**config.mk**
```make
export PLATFORM = sky130hd
export DESIGN_NAME = asip_array_loader_flat
export DESIGN_NICKNAME = d
export VERILOG_FILES = /design/src/rtl/asip_array_loader_if.sv /design/src/rtl/asip_array_loader.sv /design/src/flat_wrapper.sv
export SDC_FILE = /design/constraint.sdc
export NUM_CORES = 1
export LEC_CHECK = 0
export CORE_AREA = 2 2 71 73
export CTS_BUF_LIST = sky130_fd_sc_hd__clkbuf_8
export CTS_CLUSTER_SIZE = 12
export DETAILED_ROUTE_END_ITERATION = 10
export DIE_AREA = 0 0 73 75
export GPL_TIMING_DRIVEN = 0
export PLACE_DENSITY_LB_ADDON = 0.05
export SLEW_MARGIN = 30
export SYNTH_ARGS = -nofsm -noshare
export SYNTH_HDL_FRONTEND = slang
export SYNTH_SLANG_ARGS = --single-unit
```
**constraint.sdc**
```tcl
create_clock -name CLK -period 5.9 [get_ports CLK]
set_clock_uncertainty 0.1 [all_clocks]
set_input_delay 0.59 -clock CLK [delete_from_list [all_inputs] [get_ports CLK]]
set_output_delay 0.59 -clock CLK [all_outputs]
set_load 0.005 [all_outputs]
```
**src/rtl/asip_array_loader_if.sv**
```systemverilog
// Byte-stream input and memory write port of the ASIP array loader.
// Handshake: a byte moves on a rising edge where in_valid && in_ready; the source holds in_data stable while in_valid is high.
interface asip_array_loader_if #(
  parameter int ADDR_W = 8
);
  logic              in_valid;
  logic [7:0]        in_data;
  logic              in_ready;
  logic              mem_we;
  logic [ADDR_W-1:0] mem_addr;
  logic [7:0]        mem_wdata;

  modport master (
    output in_valid,
    output in_data,
    input  in_ready,
    input  mem_we,
    input  mem_addr,
    input  mem_wdata
  );

  modport slave (
    input  in_valid,
    input  in_data,
    output in_ready,
    output mem_we,
    output mem_addr,
    output mem_wdata
  );
endinterface

```
**src/rtl/asip_array_loader.sv**
```systemverilog
// Loads a length-prefixed, checksummed byte stream into ASIP data memory as
// (count at BASE_ADDR, data after it) and pulses done to start the processor.
module asip_array_loader #(
  parameter int                ADDR_W    = 8,
  parameter logic [ADDR_W-1:0] BASE_ADDR = ADDR_W'(32'h20),
  parameter int                MAX_LEN   = 16
) (
  input  logic                CLK,
  input  logic                RESET,
  asip_array_loader_if.slave  bus,
  input  logic                load_start,
  output logic                busy,
  output logic                done,
  output logic                err,
  output logic [7:0]          loaded_len,
  output logic [2:0]          state_dbg
);

  typedef enum logic [2:0] {
    S_IDLE = 3'd0,
    S_LEN  = 3'd1,
    S_DATA = 3'd2,
    S_CHK  = 3'd3,
    S_DONE = 3'd4,
    S_ERR  = 3'd5
  } state_t;

  localparam logic [7:0] MAX_LEN_B = 8'(MAX_LEN);

  state_t            state_q, state_d;
  logic [7:0]        len_q, len_d;
  logic [7:0]        idx_q, idx_d;
  logic [7:0]        acc_q, acc_d;
  logic [7:0]        loaded_q, loaded_d;
  logic              we_q, we_d;
  logic [ADDR_W-1:0] addr_q, addr_d;
  logic [7:0]        wdata_q, wdata_d;
  logic              rdy;
  logic              xfer;
  logic [7:0]        chk_sum;

  // The loader accepts bytes in every state that owns the stream; done/err are state decodes.
  assign rdy     = (state_q == S_LEN) || (state_q == S_DATA) || (state_q == S_CHK);
  assign xfer    = bus.in_valid && rdy;
  assign chk_sum = acc_q + bus.in_data;

  always_ff @(posedge CLK or posedge RESET) begin
    if (RESET) begin
      state_q  <= S_IDLE;
      len_q    <= 8'd0;
      idx_q    <= 8'd0;
      acc_q    <= 8'd0;
      loaded_q <= 8'd0;
      we_q     <= 1'b0;
      addr_q   <= '0;
      wdata_q  <= 8'd0;
    end else begin
      state_q  <= state_d;
      len_q    <= len_d;
      idx_q    <= idx_d;
      acc_q    <= acc_d;
      loaded_q <= loaded_d;
      we_q     <= we_d;
      addr_q   <= addr_d;
      wdata_q  <= wdata_d;
    end
  end

  always_comb begin
    state_d  = state_q;
    len_d    = len_q;
    idx_d    = idx_q;
    acc_d    = acc_q;
    loaded_d = loaded_q;
    we_d     = 1'b0;
    addr_d   = addr_q;
    wdata_d  = wdata_q;
    case (state_q)
      S_IDLE, S_ERR: begin
        if (load_start) state_d = S_LEN;
      end
      S_LEN: begin
        if (xfer) begin
          if ((bus.in_data == 8'd0) || (bus.in_data > MAX_LEN_B)) begin
            state_d = S_ERR;
          end else begin
            we_d    = 1'b1;
            addr_d  = BASE_ADDR;
            wdata_d = bus.in_data;
            len_d   = bus.in_data;
            idx_d   = 8'd1;
            acc_d   = bus.in_data;
            state_d = S_DATA;
          end
        end
      end
      S_DATA: begin
        if (xfer) begin
          we_d    = 1'b1;
          addr_d  = BASE_ADDR + ADDR_W'(idx_q);
          wdata_d = bus.in_data;
          acc_d   = chk_sum;
          idx_d   = idx_q + 8'd1;
          if (idx_q == len_q) state_d = S_CHK;
        end
      end
      S_CHK: begin
        // The checksum byte is consumed but never written to memory.
        if (xfer) begin
          if (chk_sum == 8'd0) begin
            state_d  = S_DONE;
            loaded_d = len_q;
          end else begin
            state_d = S_ERR;
          end
        end
      end
      S_DONE:  state_d = S_IDLE;
      default: state_d = S_IDLE;
    endcase
  end

  assign bus.in_ready  = rdy;
  assign bus.mem_we    = we_q;
  assign bus.mem_addr  = addr_q;
  assign bus.mem_wdata = wdata_q;
  assign busy          = rdy;
  assign done          = (state_q == S_DONE);
  assign err           = (state_q == S_ERR);
  assign loaded_len    = loaded_q;
  assign state_dbg     = state_q;

endmodule

```
**src/flat_wrapper.sv**
```systemverilog
// flat-port wrapper written by rule: the top's interface ports become plain ports
module asip_array_loader_flat 
#(
  parameter int                ADDR_W    = 8,
  parameter logic [ADDR_W-1:0] BASE_ADDR = ADDR_W'(32'h20),
  parameter int                MAX_LEN   = 16
)
  (CLK, RESET, load_start, busy, done, err, loaded_len, state_dbg, bus_in_valid, bus_in_data, bus_in_ready, bus_mem_we, bus_mem_addr, bus_mem_wdata);
  asip_array_loader_if #(.ADDR_W(ADDR_W)) bus_i ();
  input  logic CLK;
  input  logic RESET;
  input  logic load_start;
  output logic busy;
  output logic done;
  output logic err;
  output logic [7:0] loaded_len;
  output logic [2:0] state_dbg;
  input wire logic [$bits(bus_i.in_valid)-1:0] bus_in_valid;
  input wire logic [$bits(bus_i.in_data)-1:0] bus_in_data;
  output wire logic [$bits(bus_i.in_ready)-1:0] bus_in_ready;
  output wire logic [$bits(bus_i.mem_we)-1:0] bus_mem_we;
  output wire logic [$bits(bus_i.mem_addr)-1:0] bus_mem_addr;
  output wire logic [$bits(bus_i.mem_wdata)-1:0] bus_mem_wdata;
  assign bus_i.in_valid = bus_in_valid;
  assign bus_i.in_data = bus_in_data;
  assign bus_in_ready = bus_i.in_ready;
  assign bus_mem_we = bus_i.mem_we;
  assign bus_mem_addr = bus_i.mem_addr;
  assign bus_mem_wdata = bus_i.mem_wdata;
  asip_array_loader #(.ADDR_W(ADDR_W), .BASE_ADDR(BASE_ADDR), .MAX_LEN(MAX_LEN)) u_core (.CLK(CLK), .RESET(RESET), .bus(bus_i), .load_start(load_start), .busy(busy), .done(done), .err(err), .loaded_len(loaded_len), .state_dbg(state_dbg));
endmodule
```
==> After elaboration in Yosys (flattened, before gate mapping) <==
Index checks and enable logic that the tools add are counted.
{ "totals": {"word_cells": 64, "output_inout_bits": 32, "reg_bits": 52} }
{ "op_classes": {"eq_ne": 12, "muxes": 26, "add_sub_neg": 3, "n_bitwise": 1, "n_reduce_logical": 13, "order_cmp": 1} }
{ "ops": {"columns": ["operator", "n"], "rows": [
  ["8-bit 2-to-1 mux", 10],
  ["8-bit one-hot mux with 2 select lines", 4],
  ["3-bit 2-to-1 mux", 6],
  ["8-bit logical NOT", 2],
  ["3-bit one-hot mux with 4 select lines", 1],
  ["6-bit by 8-bit adder with 8-bit output, first input constant", 1],
  ["8-bit by 1-bit adder with 8-bit output, second input constant", 1],
  ["8-bit adder", 1],
  ["8-bit == test", 1],
  ["8-bit by 5-bit > comparator with 1-bit output, second input constant", 1],
  ["3-bit by 2-bit == test with 1-bit output, second input constant", 2],
  ["3-bit == test, second input constant", 2],
  ["2-bit by 1-bit != test with 1-bit output, second input constant", 3],
  ["2-bit != test, second input constant", 3],
  ["3-bit AND reduction", 2],
  ["5-bit AND reduction", 1],
  ["1-bit 2-to-1 mux", 4],
  ["4-bit AND reduction", 1],
  ["3-bit by 1-bit == test with 1-bit output, second input constant", 1],
  ["3-bit logical NOT", 1],
  ["1-bit logical OR", 3],
  ["1-bit one-hot mux with 2 select lines", 1],
  ["2-bit nonzero test", 1],
  ["2-bit OR reduction", 1],
  ["2 further kinds", 2]
]} }

==> Depth between registers and ports, before layout <==
Gate-level depths: netlist (run 1).
{ "logic_depth": {"word_depth": 6, "ltp_mapped": 8, "mapped_depth_nobuf": 8} }

==> Worst setup path after synthesis (run 1) <==
Ideal clock, no wire load.
{ "synth_timing": {"path_kind": "input -> register", "from": "input bus_in_data[0]", "to": "register u_core.loaded_q[0] (netlist: u_core.loaded_len[0])", "arrival_ps": 2595, "cell_stages": 8, "required_ps": 5675, "setup_slack_ps": 3080, "setup_ps": 125, "path_buffers": 0, "path_cell_list": "ha_1 -> fa_1 -> a211o_1 -> a2111oi_0 -> nor3b_1 -> and3_1 -> nand3_4 -> mux2_4"} }
{ "synth_between": {"elab_chain_cells": 3} }
{ "synth_lines": {"columns": ["item", "line", "text"], "rows": [
  ["start: declaration", "flat_wrapper.sv:19", "input wire logic [$bits(bus_i.in_data)-1:0] bus_in_data;"],
  ["8-bit adder", "asip_array_loader.sv:45", "assign chk_sum = acc_q + bus.in_data;"],
  ["8-bit logical NOT", "asip_array_loader.sv:110", "if (chk_sum == 8'd0) begin"],
  ["3-bit AND reduction (no source line)", null, null],
  ["end signal: assignment", "asip_array_loader.sv:62", "loaded_q <= loaded_d;"],
  ["end: declaration", "asip_array_loader.sv:34", "logic [7:0] loaded_q, loaded_d;"]
]} }
No other way between the ends.
A chain may end at the register's enable or synchronous reset.

==> Worst setup path in the final report (run 1) <==
{ "layout_timing": {"from": "input bus_in_data[0]", "to": "register u_core.loaded_q[7] (netlist: u_core.loaded_len[7])"} }
The elaborated chain is that of the path after synthesis.

==> reports/results.ini, run 1 <==
[outcome]
run_status = finished clean

[clock_tree]
cts_inserted_buffers = 5
clock-sinks = 52
clockRootBuffer = clkbuf_8
cts_resized = 0
cts_max_level = 2
postCtsSetupBuffers = 0
hold_buffers = 0
tritoncts = built
cts_buffer_depth = 2
clkTransAtPathRegs_ps = 100
insertion_delay_ps = 310

[hold_path]
min_to = u_core.bus.mem_addr[5]$_DFFE_PP0P_
min_path_cells = 1
min_from = u_core.bus.mem_addr[5]$_DFFE_PP0P_
min_path_type = reg2reg

[synthesis]
synthTopCellsByArea = dfrtp_1 48%, mux2_2 5.4%, mux2_4 4.4%
ys_types = 45
synth_top_family_by_area = compound AO/OA/AOI/OAI gates
yosysTopAreaCellShare = 0.482
synthSimpleGateAreaFrac = 0.129
synthXorXnorAreaFrac = 0.0486
synthFlopType = dfrtp_1
synth-compound-area-share = 0.149
synth_fa_ha_area_frac = 0.0491
async_flop_share = 1.00
synth_most_common_cell = dfrtp_1
yosysSeqAreaShare = 0.482
synth_edf_count = 0
yosys_warnings = 0
synth_nets = 269
synth_top_cells_by_count = 52 x dfrtp_1, 22 x o21ai_0, 19 x nor2_1
synth_seq_cells = 52
synthMuxAreaShare = 0.113
syn_area_per_cell_um2 = 10.9
yosys.area.top_type = dfrtp_1
netlist_instances = 247
synth_area_um2 = 2700

[floorplan]
fp.dieH_um = 75
io_pins = 44
dieArea_um2 = 5480
core_um2 = 4660
start_util = 0.580
fp.dieW_um = 73
core.rowCount = 25

[routing]
wirelength_mm = 5.68
viasPerCell = 5.80
drt_iter0_markers = 153
drtPass1Iterations = 4
drc = 0
vias = 2047
detail_route.wl_per_cell_um = 16.1
antenna_left = 0

[final_layout]
seqCellArea_um2 = 1300
multi_input_area_um2 = 1320
nets = 320
drive_above_1_share = 0.130
area_growth_syn_to_layout_pct = 22.6
fillers = 358
antenna_cells = 0
final_util = 0.711

[critical_path]
r2r_slack_ps = 3040
cp_data_arrival_time_ps = 3430
crit_chain = clkdlybuf4s50_1 -> ha_1 -> fa_1 -> a211o_1 -> nand3_1 -> nor3b_1 -> and3_1 -> nand3_4 -> mux2_4
crit_path_start_kind = input pin
worstReg2RegEnd = u_core.loaded_len[7]$_DFFE_PP0P_
required_ps = 6000
slowest_stage = clkdlybuf4s50_1
crit_type = in2reg
r2r_start = u_core.acc_q[0]$_DFFE_PP0P_
worst-path-max-fanout = 8
reg2regPathDepth = 8
endpoint_kind = flop
cp_slowest_stage_delay_ps = 510

[global_routing]
grt_pass1_wl_mm = 9.52
grt.overflow.total = 0
grt_use_total = 0.230
grt_pass1_vias = 1900
antenna_found_initial = 0
grt_start_max_net_pins = 36

[place]
gp_congestion = 0.835
pre_cts_slack_ps = 2280
portBuffers = 43
dp_hpwl_mm = 4.23

[pwr]
vdd_drop_max_v = 0.000311
leakagePower_nw = 1.49
power_mw = 1.19
pwr_density_cell_nw_per_um2 = 359

[sta]
holdWs_ps = 393
min_period_over_period = 0.563
rsz0062_at_grt = false
tightest_slew_ps = 577
fin_crit_ps = 3320
setup-tns-final_ps = 0
finalMaxSlewViolations = 0
fmax_mhz = 301
setup_viol = 0
max_slew_margin = 0.614
hold_viol = 0
finalWorstSetupSlack_ps = 2580

[job]
cap_violations = 0

registers in the layout, indices dropped and copies added, names as in the netlist:
register,cells
u_core.acc_q,8
u_core.bus.mem_addr,8
u_core.bus.mem_wdata,8
u_core.idx_q,8
u_core.len_q,8
u_core.loaded_len,8
u_core.state_dbg,3
u_core.bus.mem_we,1
cells by family (layout without fill, tap and decap cells):
family,count (synthesis),in the layout
and+or+nand+nor,67,67
AOI/OAI and AO/OA,60,60
DFF,52,52
muxes,25,25
buffers and inverters,18,70
xor gates and xnor gates,15,15
adders and majority gates,10,10
stage by stage:
stage / instance area (um2) / std cells
final: 3310 / 353
after global routing: 3310 / 353
after CTS: 3310 / 353
after detailed placement: 3220 / 345
after global placement: 3200 / 344
after floorplan: 2700 / 247
cell usage in the layout, fill, tap and decap left out, types with 5 or more instances in the layout:
cell,count
dfrtp_1,52
clkdlybuf4s50_1,43
o21ai_0,22
nor2_1,19
nand2_1,15
xnor2_1,13
mux2_2,13
ha_1,9
a21oi_1,8
mux2_4,8
a22o_1,8
nor2b_1,7
inv_1,6
buf_2,5
o31ai_1,5
clkbuf_1,5
nand3_1,5
clkbuf_8,5
power by group:
group          internal [mW]  switching [mW]
sequential             0.441          0.0733
clock                 0.0853           0.126
combinational          0.263           0.202
total                  0.789           0.402
metal layers:
layer	up-vias	part of all wire	track usage
li1	993	-	-
met1	991	0.50	0.339
met2	57	0.44	0.341
met3	6	0.047	0.0509
met4	0	0.013	0.0741
met5	-	0	0
area by class of cell:
cell class | instances | share of cell area
sequential | 52 | 0.393
buffer | 11 | 0.0155
timing repair buffer | 44 | 0.136
tap | 54 | 0.0204
clock inverter | 3 | 0.00680
clock buffer | 5 | 0.0208
inverter | 7 | 0.00869
multi-input combinational | 177 | 0.399
how the worst max path moves through the flow:
stage                                  endpoint  cells after the start  slack [ps]      startpoint
2_1_floorplan  u_core.loaded_len[0]$_DFFE_PP0P_                      8        3080  bus_in_data[0]
6_report       u_core.loaded_len[7]$_DFFE_PP0P_                      9        2580  bus_in_data[0]
5_1_grt        u_core.loaded_len[6]$_DFFE_PP0P_                      9        2430  bus_in_data[0]
3_5_place_dp   u_core.loaded_len[5]$_DFFE_PP0P_                      9        2280  bus_in_data[0]
4_1_cts        u_core.loaded_len[6]$_DFFE_PP0P_                      9        2590  bus_in_data[0]
3_3_place_gp   u_core.loaded_len[6]$_DFFE_PP0P_                      9        2280  bus_in_data[0]
critical path, delay by kind of cell:
family	cells	cell delay, ps
buffers and inverters	1	510
AOI/OAI and AO/OA	1	310
muxes	1	350
adders and majority gates	2	700
and+or+nand+nor	4	970
No activity file was read; power rests on OpenSTA's default activity.
==> run 2, diff against run 1 <==
CORE_AREA = 2 2 77 79   (was 2 2 71 73)
DIE_AREA = 0 0 79 81   (was 0 0 73 75)
clock period = 2.7 ns   (was 5.9 ns; I/O delays follow)
==> reports/results.ini, run 2 (synthesis gave the netlist of run 1 again) <==
[outcome]
run_status = finished, violations left
violations = setup timing

[final_layout]
area_growth_syn_to_layout_pct = 27.0
antenna_cells = 0  ; unchanged
nets = 322  ; +0.63%
stdcell_area_um2 = 3430  ; +3.5%
final_cell_mix = 52 x dfrtp_1, 40 x clkdlybuf4s50_1, 22 x o21ai_0
final_util = 0.604  ; -0.107
final_common_cell = dfrtp_1
fillers = 520  ; +45%
drive_above_1_share = 0.159  ; +0.0290

[sta]
fin_crit_ps = 2700
fmax_mhz = 370
rsz0062_at_grt = true
finalMaxSlewViolations = 0  ; unchanged
hold_viol = 0  ; unchanged
max_slew_margin = 0.592  ; -0.0217
tightest_slew_ps = 610  ; +32.4 ps
setup_viol = 1  ; +1
finalWorstSetupSlack_ps = -1.13  ; -2580 ps
min_period_over_period = 1.00

[global_routing]
grt_start_max_net_pins = 43  ; +19%
grt_use_met3 = 0.0456  ; -0.00531
busiest_layer = met1
grt.overflow.total = 0  ; unchanged
grt_use_total = 0.198  ; -0.0320
antenna_found_initial = 0  ; unchanged
met1_usage = 0.298  ; -0.0408
grt_pass1_wl_mm = 9.78  ; +2.8%
grt_pass1_vias = 1877  ; -1.2%
met2_usage = 0.286  ; -0.0557

[place]
gp_congestion = 0.804  ; -3.7%
placed_area_um2 = 3250  ; +0.82%
portBuffers = 43  ; unchanged
dp_hpwl_mm = 4.28  ; +1.1%

[pwr]
pwr_density_cell_nw_per_um2 = 803  ; +120%
vdd_drop_max_v = 0.000393  ; +26%
leakagePower_nw = 1.52  ; +1.9%
power_mw = 2.75  ; +130%

[floorplan]
fp.dieH_um = 81  ; +8.0%
io_pins = 44  ; unchanged
core.rowCount = 28  ; +12%
core_um2 = 5680  ; +22%
start_util = 0.476  ; -0.104
dieArea_um2 = 6400  ; +17%
fp.dieW_um = 79  ; +8.2%

[critical_path]
crit_type = reg2reg
endpoint_kind = flop
cp_data_arrival_time_ps = 2800  ; -630 ps
required_ps = 2800  ; -3200 ps
worst-path-max-fanout = 8  ; unchanged
r2r_slack_ps = -1  ; -3040 ps
crit_path_start_kind = flop

[clock_tree]
cts_buffer_depth = 2  ; unchanged
cts_max_level = 2  ; unchanged
clkTransAtPathRegs_ps = 90  ; about the same
cts_inserted_buffers = 5  ; unchanged
hold_buffers = 0  ; unchanged
insertion_delay_ps = 310  ; about the same
clockRootBuffer = clkbuf_8
tritoncts = built
clock-sinks = 52  ; unchanged

[routing]
drt_iter0_markers = 80  ; -48%
antenna_left = 0  ; unchanged
vias = 2056  ; +0.44%
detail_route.wl_per_cell_um = 15.6  ; -2.9%
drc = 0  ; unchanged
viasPerCell = 5.47  ; -5.7%
wirelength_mm = 5.88  ; +3.4%
drtPass1Iterations = 4  ; unchanged

[hold_path]
min_path_type = in2async

[job]
cap_violations = 0  ; unchanged

run 2: changes by cell type in the layout (fill, tap and decap cells not counted), sizes merged:
cell           delta
clkdlybuf4s50     -3
dlygate4sd2       +3
buf               +2
clkinv            -2
bufinv            +1
inv               +1
run 2: what timing repair did:
| item | 4_1_cts | 5_1_grt |
|---|---|---|
| pin swaps | 4 | 7 |
| endpoints found under the setup margin | 8 | 9 |
| setup buffers | 1 | 1 |
| resized for setup | 10 | 4 |
run 2: layout make-up:
class | instances | area, um2 | area share
Buffer | 11 | 51.3 | 0.0150
Tap cell | 75 | 93.8 | 0.0274
Sequential cell | 52 | 1300 | 0.379
Clock inverter | 3 | 42.5 | 0.0124
Clock buffer | 5 | 68.8 | 0.0201
Multi-Input combinational cell | 177 | 1380 | 0.403
Timing Repair Buffer | 46 | 462 | 0.135
Inverter | 7 | 28.8 | 0.00839
run 2: worst max-delay path: stages (launching register included):
cell       delay [ps]
dfrtp_1           420
ha_4              180
fa_2              370
a211o_4           360
a2111oi_4         400
nor3b_2           110
and3_4            170
nand3_4           170
mux2_4            320
run 2: report_power, final:
part,internal [mW],total [mW],switching (mW),leakage [nW]
combinational,0.616,1.08,0.466,0.765
sequential,0.963,1.12,0.158,0.695
clock,0.277,0.551,0.274,0.0599
total,1.86,2.75,0.898,1.52
run 2: routing by layer:
metal  share of wire  wire [um]
met5               0          0
met4           0.015         89
met3           0.045        265
met2            0.42       2470
met1            0.52       3050
run 2: metrics by stage:
stage	hold WS (ps)	setup slack, ps	cells	setup TNS (ps)
floorplan	320	116	247	0
global placement	359	-618	365	-5640
detailed placement	365	-587	366	-5660
CTS	106	5.47	375	0
global route	109	-72.7	376	-523
finish	103	-1.13	376	-1.13
run 2: final timing paths:
path,cells after the start,to,from
max,8,u_core.loaded_len[3]$_DFFE_PP0P_,u_core.acc_q[0]$_DFFE_PP0P_
min in group CLK,1,u_core.bus.mem_addr[5]$_DFFE_PP0P_,u_core.bus.mem_addr[5]$_DFFE_PP0P_
max in group asynchronous,3,u_core.acc_q[1]$_DFFE_PP0P_,RESET
max reg2reg,8,u_core.loaded_len[3]$_DFFE_PP0P_,u_core.acc_q[0]$_DFFE_PP0P_
min,2,u_core.bus.mem_wdata[6]$_DFFE_PP0P_,RESET
min reg2reg,1,u_core.bus.mem_addr[5]$_DFFE_PP0P_,u_core.bus.mem_addr[5]$_DFFE_PP0P_
